==> config.mk <==
export PLATFORM = sky130hd
export DESIGN_NAME = fwd_ctrl
export DESIGN_NICKNAME = d
export VERILOG_FILES = /design/src/rtl/riscv_hazard_pkg.sv /design/src/rtl/fwd_sel_enc.sv /design/src/rtl/fwd_ctrl.sv
export SDC_FILE = /design/constraint.sdc
export NUM_CORES = 1
export LEC_CHECK = 0
export CORE_UTILIZATION = 38
export CTS_BUF_LIST = sky130_fd_sc_hd__clkbuf_8
export DETAILED_ROUTE_END_ITERATION = 8
export PLACE_DENSITY = 0.87
export SLEW_MARGIN = 20
export SYNTH_ARGS = -nofsm -noshare
export SYNTH_HDL_FRONTEND = slang
export SYNTH_SLANG_ARGS = --single-unit
export TNS_END_PERCENT = 5
==> constraint.sdc <==
create_clock -name clk -period 1.1 [get_ports clk]
set_input_delay 0.22 -clock clk [delete_from_list [all_inputs] [get_ports clk]]
set_output_delay 0.22 -clock clk [all_outputs]
set_load 0.01 [all_outputs]
==> src/rtl/riscv_hazard_pkg.sv <==
// Shared types and constants for the pipeline forwarding/hazard logic.
// Build option: define FWD_LOAD_STALL_EN to enable load-use stall detection.
package riscv_hazard_pkg;

  localparam int REG_AW = 5;

  // One-hot operand source encodings, ordered {G1, G2, regfile}
  localparam logic [2:0] FWD_G1 = 3'b100;
  localparam logic [2:0] FWD_G2 = 3'b010;
  localparam logic [2:0] FWD_RF = 3'b001;

  typedef struct packed {
    logic [REG_AW-1:0] rd;
    logic              we;
    logic              load;
  } slot_t;

endpackage

==> src/rtl/fwd_sel_enc.sv <==
// Compares one source register against the EX and MEM tracking slots and
// produces the one-hot operand-source select for it.
module fwd_sel_enc
  import riscv_hazard_pkg::*;
(
  input  logic [REG_AW-1:0] rs,
  input  slot_t             ex_slot,
  input  slot_t             mem_slot,
  output logic [2:0]        sel
);

  // The load flag only matters to hazard detection, not to source selection
  logic unused_load;
  assign unused_load = ex_slot.load ^ mem_slot.load;

  // x0 is hard-wired zero; the younger producer (EX) shadows the older (MEM)
  always_comb begin
    sel = FWD_RF;
    if (rs != '0) begin
      if (ex_slot.we && (ex_slot.rd == rs)) begin
        sel = FWD_G1;
      end else if (mem_slot.we && (mem_slot.rd == rs)) begin
        sel = FWD_G2;
      end
    end
  end

endmodule

==> src/rtl/fwd_ctrl.sv <==
// Forwarding and load-use hazard controller sitting between ID and EX.
// Build option: FWD_LOAD_STALL_EN enables load-use stall and stall counting.
module fwd_ctrl #(
  parameter int REG_AW = 5,  // must match riscv_hazard_pkg::REG_AW
  parameter int CNT_W  = 16
) (
  input  logic              clk,
  input  logic              rst_n,
  input  logic              id_valid_i,
  input  logic [REG_AW-1:0] id_rs1_i,
  input  logic [REG_AW-1:0] id_rs2_i,
  input  logic [REG_AW-1:0] id_rd_i,
  input  logic              id_reg_write_i,
  input  logic              id_mem_read_i,
  input  logic              ex_flush_i,
  output logic              stall_o,
  output logic              FW00,
  output logic              FW01,
  output logic              FW02,
  output logic              FW10,
  output logic              FW11,
  output logic              FW12,
  output logic [CNT_W-1:0]  stall_cnt_o
);

  import riscv_hazard_pkg::*;

  slot_t      ex_slot;
  slot_t      mem_slot;
  logic [2:0] sel1;
  logic [2:0] sel2;
  logic [2:0] fw1_q;
  logic [2:0] fw2_q;
  logic       id_load;
  logic       bubble;

`ifdef FWD_LOAD_STALL_EN
  logic             hazard;
  logic [CNT_W-1:0] stall_cnt_q;

  assign id_load = id_mem_read_i;
  assign hazard  = id_valid_i && ex_slot.load && (ex_slot.rd != '0) &&
                   ((ex_slot.rd == id_rs1_i) || (ex_slot.rd == id_rs2_i));
  // A taken branch kills the consumer, so there is nothing to stall for
  assign stall_o = hazard & ~ex_flush_i;

  always_ff @(posedge clk or negedge rst_n) begin
    if (!rst_n) begin
      stall_cnt_q <= '0;
    end else if (stall_o) begin
      stall_cnt_q <= stall_cnt_q + 1'b1;
    end
  end

  assign stall_cnt_o = stall_cnt_q;
`else
  logic unused_mem_read;

  assign unused_mem_read = id_mem_read_i;
  assign id_load         = 1'b0;
  assign stall_o         = 1'b0;
  assign stall_cnt_o     = '0;
`endif

  assign bubble = ~id_valid_i | stall_o | ex_flush_i;

  fwd_sel_enc u_enc_rs1 (
    .rs       (id_rs1_i),
    .ex_slot  (ex_slot),
    .mem_slot (mem_slot),
    .sel      (sel1)
  );

  fwd_sel_enc u_enc_rs2 (
    .rs       (id_rs2_i),
    .ex_slot  (ex_slot),
    .mem_slot (mem_slot),
    .sel      (sel2)
  );

  // Selects are registered so they line up with the instruction's EX cycle
  always_ff @(posedge clk or negedge rst_n) begin
    if (!rst_n) begin
      ex_slot  <= '0;
      mem_slot <= '0;
      fw1_q    <= FWD_RF;
      fw2_q    <= FWD_RF;
    end else begin
      mem_slot.rd   <= ex_slot.rd;
      mem_slot.we   <= ex_slot.we;
      mem_slot.load <= 1'b0;
      if (bubble) begin
        ex_slot <= '0;
        fw1_q   <= FWD_RF;
        fw2_q   <= FWD_RF;
      end else begin
        ex_slot.rd   <= id_rd_i;
        ex_slot.we   <= id_reg_write_i;
        ex_slot.load <= id_load;
        fw1_q        <= sel1;
        fw2_q        <= sel2;
      end
    end
  end

  assign {FW00, FW01, FW02} = fw1_q;
  assign {FW10, FW11, FW12} = fw2_q;

endmodule

-- Word level (Yosys, flattened, before mapping)
Index checks and enable logic that the tools add are counted.
- register bits: 18
- output and inout bits: 23
- logic and storage cells: 27
- bits of input ports: 21
- multiplexer cells: 9
- equal/unequal tests: 4
- bitwise gates (word level): 2
- reduce and logical (&&, ||, !) cells: 6
- operators by type and width (kind ; number):
    $eq 5x5->1 ; 4
    $mux 3 ; 6
    $reduce_bool 5->1 ; 2
    $mux 7 ; 1
    $logic_and 1x1->1 ; 4
    $mux 2 ; 2
    $not 1->1 ; 1
    $or 1x1->1 ; 1

-- Longest topological paths before layout
Gate-level depths: netlist of the first run.
- depth after elaboration: 6
- mapped depth: 4
- mapped depth without buffers: 4

-- By module
From an unflattened synthesis of the first run, not the netlist that was laid out.
- cell total of the unflattened synthesis: 90
- area, all modules: 996.0 µm²
- by module, submodules not included (module ; cells each ; area each (µm²) ; sequential area each (µm²) ; times used):
    fwd_ctrl ; 50 ; 705.7 ; 452.9 ; 1
    fwd_sel_enc ; 20 ; 145.1 ; 0.0 ; 2

-- Worst setup path after synthesis of the first run
OpenSTA, ideal clock, no wires.
- path type: input to register
- from: input port id_rs1_i[3]
- to: register fw1_q[1]
- arrival: 1039 ps
- required time: 968 ps
- cell stages on the path: 4
- path buffers: 0
- setup time: 132 ps
- path slack: -71 ps
- cell sequence: or4_4 -> nor2_1 -> nor4_2 -> a21boi_0
- cells in the longest elaborated chain, start to end: 6
- elaborated cells between the ends (all ways): 9
- those cells by class: 2 x eq/ne; 4 x mux; 3 x reduce/logical
- RTL lines (item ; RTL line ; RTL):
    start: declaration ; fwd_ctrl.sv:10 ; input logic [REG_AW-1:0] id_rs1_i,
    $eq 5x5->1 ; fwd_sel_enc.sv:22 ; end else if (mem_slot.we && (mem_slot.rd == rs)) begin
    $logic_and 1x1->1 ; fwd_sel_enc.sv:22 ;
    $mux 2 ; fwd_sel_enc.sv:22 ;
    $mux 3 ; fwd_sel_enc.sv:20 ; if (ex_slot.we && (ex_slot.rd == rs)) begin
    $mux 3 (*) ; fwd_sel_enc.sv:19 ; if (rs != '0) begin
    $mux 3 (*) ; fwd_ctrl.sv:92 ; if (bubble) begin
    end signal: assignment ; fwd_ctrl.sv:100 ; fw1_q <= sel1;
    end: declaration ; fwd_ctrl.sv:32 ; logic [2:0] fw1_q;
Every way passes the cells marked *; elsewhere a longest branch is shown, timed or not.

-- Final worst setup path of the first run
- from: register mem_slot[3] (netlist name)
- to: register fw2_q[1]
- cells in the longest elaborated chain, start to end: 6
- RTL lines (item ; RTL line ; RTL):
    $eq 5x5->1 ; fwd_sel_enc.sv:22 ;
    $logic_and 1x1->1 ; fwd_sel_enc.sv:22 ;
    $mux 2 ; fwd_sel_enc.sv:22 ;
    $mux 3 ; fwd_sel_enc.sv:20 ;
    $mux 3 ; fwd_sel_enc.sv:19 ;
    $mux 3 ; fwd_ctrl.sv:92 ;
    end signal: assignment ; fwd_ctrl.sv:101 ; fw2_q <= sel2;
    end: declaration ; fwd_ctrl.sv:33 ; logic [2:0] fw2_q;
Every way passes these cells.

==> flow_metrics.tcl, run 1 <==
set metrics [dict create \
    outcome "finished, violations left" \
    violations "negative setup slack" \
    clk_latency_ns 0.25 \
    cp_data_required_time_ns 1.28 \
    antenna_found_initial 0 \
    peakVddDrop_mv 0.8577 \
    wl_um 1774 \
    synth_top_area_share_pct 40.56 \
    grt_pass1_vias 676 \
    ys_top_cells_by_count "17 x buf_4, 16 x dfrtp_1, 16 x xnor2_1" \
    slew_violations 0 \
    n_fill_cell 210 \
    yosysWarnings 0 \
    grt_overflow_total 0 \
    ys.flop_type "dfrtp_1" \
    intPower_mw 1.133 \
    die_w_um 52.97 \
    yosys_register_bits 18 \
    post-dp-hpwl_um 1424 \
    syn_area_per_cell_sq_um 11.48 \
    area_delta_synth_final_pct 42.08 \
    firstDrtPassIters 4 \
    async_flop_share_pct 100.0 \
    hold_path.class "in2async" \
    place_congestion 0.8126 \
    crit_path_max_fanout 2 \
    yosysMostFrequentCell "buf_4" \
    syn_inst 86 \
    period_share_pct 115.8 \
    worstSetupPathType "reg2reg" \
    start_kind "flip-flop" \
    drive_above_1_share_pct 28.80 \
    grt_start_max_net_pins 19 \
    setup_ws_ns -0.1740 \
    tns_ns -0.6378 \
    start_util_pct 40.21 \
    cap_viol_max_count 0 \
    power_mw 1.506 \
    port_buffers 25 \
    switchingPower_uw 373.9 \
    numCtsBuffers 3 \
    io_pins 44 \
    synth_area_leaders "dfrtp_1 41%, xnor2_1 14%, buf_4 13%, dfstp_2 5.3%, nor4_2 5.1%" \
    grt_first_pass_wirelength_um 2925 \
    synth_cell_types 17 \
    final-hold-violation-count 0 \
    viasPerCell 4.439 \
    slowest_delay_ns 0.40 \
    clock.fmax_mhz 784.9 \
    dieHeight_um 52.97 \
    cts-htree-levels 1 \
    powerDensity_nw_per_um2 1074 \
    combPwrFrac_pct 17.7 \
    crit_chain "xnor2_1 -> nand4_1 -> nor4_2 -> a21boi_2" \
    swShare_pct 24.82 \
    p_leak_nw 0.6277 \
    setup_viol 6 \
    crit_buf_inv 0 \
    rsz0062_at_grt "yes" \
    fin_nets 147 \
    path_clk_slew_ns 0.07 \
    period_needed_ns 1.274 \
    worstSetupEndpointType "flip-flop" \
    antenna_cells 0 \
    wire_per_inst_um 11.45 \
    worstPathArrival_ns 1.46 \
    antenna_left 0 \
    cts_buffer_depth 2 \
    seq_area_frac_synth_pct 45.88 \
    drtIter0Drc 4 \
    core_sq_um 2455 \
    p_clk_share_pct 35.9 \
    yosys.area.top_type "dfrtp_1" \
    fp-row-count 18 \
    cts-root-buf "clkbuf_8" \
    grt_usage_pct 14.86 \
    clock-sinks 18 \
    dieArea_sq_um 2806 \
    seqPwrFrac_pct 46.4 \
    synth_edf_count 0 \
    cts_tree "built" \
    vias 688 \
    finalClockSkew_ns 0.003284 \
    crit_path_top_delay_cell "dfrtp_1" \
    syn_area_sq_um 987.2 \
    drc 0 \
    crit_family "simple AND/OR/NAND/NOR gates" \
]
[metrics by stage]
step           hold slack (ns)  std cells  setup slack, ns  utilization [%]  area, sq um
6_report                0.2938        155          -0.1740            57.14         1403
5_1_grt                 0.2986        155          -0.2303            57.14         1403
4_1_cts                 0.2989        155          -0.2097            56.63         1390
3_5_place_dp            0.4397        150          -0.5575            52.85         1297
3_3_place_gp            0.4367        150          -0.5091            52.85         1297
2_1_floorplan         -0.07559        102         -0.05046                -         1050
[metal layers]
layer  GRT usage (%)  vias up  wire [um]
met5               0        -          0
met4           6.140        0         42
met3           2.299        6        101
met2           27.64       34        954
met1           16.52      319        676
li1                -      329          -
[layout by cell type, fill, tap and decap left out]
master,n
conb_1,17
dfrtp_1,16
xnor2_1,15
dlygate4sd2_1,10
clkdlybuf4s50_1,9
buf_4,7
and2_1,6
nand2_1,5
buf_6,5
xor2_1,4
clkbuf_8,4
nor2_2,3
nor4_4,3
clkdlybuf4s15_1,3
nor3_1,2
or4_4,2
nand4_1,2
a21boi_2,2
o211ai_2,2
dfstp_2,2
nor2b_4,1
xnor2_2,1
nor2_4,1
nor4_2,1
clkbuf_2,1
buf_12,1
[power groups by stage]
| stage | sequential, mW | combinational, mW | clock (mW) |
|---|---|---|---|
| global route | 0.702 | 0.291 | 0.588 |
| global placement | 0.710 | 0.251 | 0 |
| floorplan | 0.706 | 0.158 | 0 |
| finish | 0.700 | 0.266 | 0.540 |
| CTS | 0.700 | 0.260 | 0.546 |
| detailed placement | 0.711 | 0.260 | 0 |
[cell type report]
class	instances	area, sq um	share of cell area (%)
Multi-Input combinational cell	67	515.5	36.75
Sequential cell	18	452.9	32.29
Timing Repair Buffer	36	341.6	24.35
Clock buffer	4	55.05	3.925
Tap cell	30	37.54	2.676
[sequential cells by signal, indices dropped and copies added (netlist names)]
signal	flops
ex_slot	6
mem_slot	6
fw1_q	3
fw2_q	3
[worst paths after layout]
path | start | end | slack, ns | cells after the start
min in group clk | ex_slot[2]$_DFF_PN0_ | mem_slot[2]$_DFF_PN0_ | 0.45 | 0
max in group asynchronous | rst_n | fw2_q[0]$_DFF_PN1_ | 0.60 | 2
hold reg to reg | ex_slot[2]$_DFF_PN0_ | mem_slot[2]$_DFF_PN0_ | 0.45 | 0
setup reg to reg | mem_slot[3]$_DFF_PN0_ | fw2_q[1]$_DFF_PN0_ | -0.17 | 4
hold / removal | rst_n | ex_slot[5]$_DFF_PN0_ | 0.29 | 2
setup / recovery | mem_slot[3]$_DFF_PN0_ | fw2_q[1]$_DFF_PN0_ | -0.17 | 4
[cells by family after synthesis]
logic type	count (synthesis)	share of synthesized area (%)
AO/OA/AOI/OAI	4	4.055
XOR/XNOR	20	17.74
buffers and inverters	17	12.93
flip-flops	18	45.88
other	1	0.3799
AND/OR/NAND/NOR	26	19.01
[timing repair]
action / 4_1_cts / 5_1_grt
gates resized for setup: 38 / 3
setup endpoints to repair: 12 / 9
pin swaps: 10 / 8
setup buffers: 1 / 0
hold buffers: 0 / 0
(Power assumes the default switching activity.)
==> inputs of run 2 (changes only) <==
--- a/config.mk
+++ b/config.mk
@@ -7,6 +7,7 @@
 export LEC_CHECK = 0
 export CORE_UTILIZATION = 38
 export CTS_BUF_LIST = sky130_fd_sc_hd__clkbuf_8
+export CTS_CLUSTER_DIAMETER = 200
 export DETAILED_ROUTE_END_ITERATION = 8
 export PLACE_DENSITY = 0.87
 export SLEW_MARGIN = 20
==> results of run 2 <==
Final layout, timing and power as in run 1 (identical DEF).
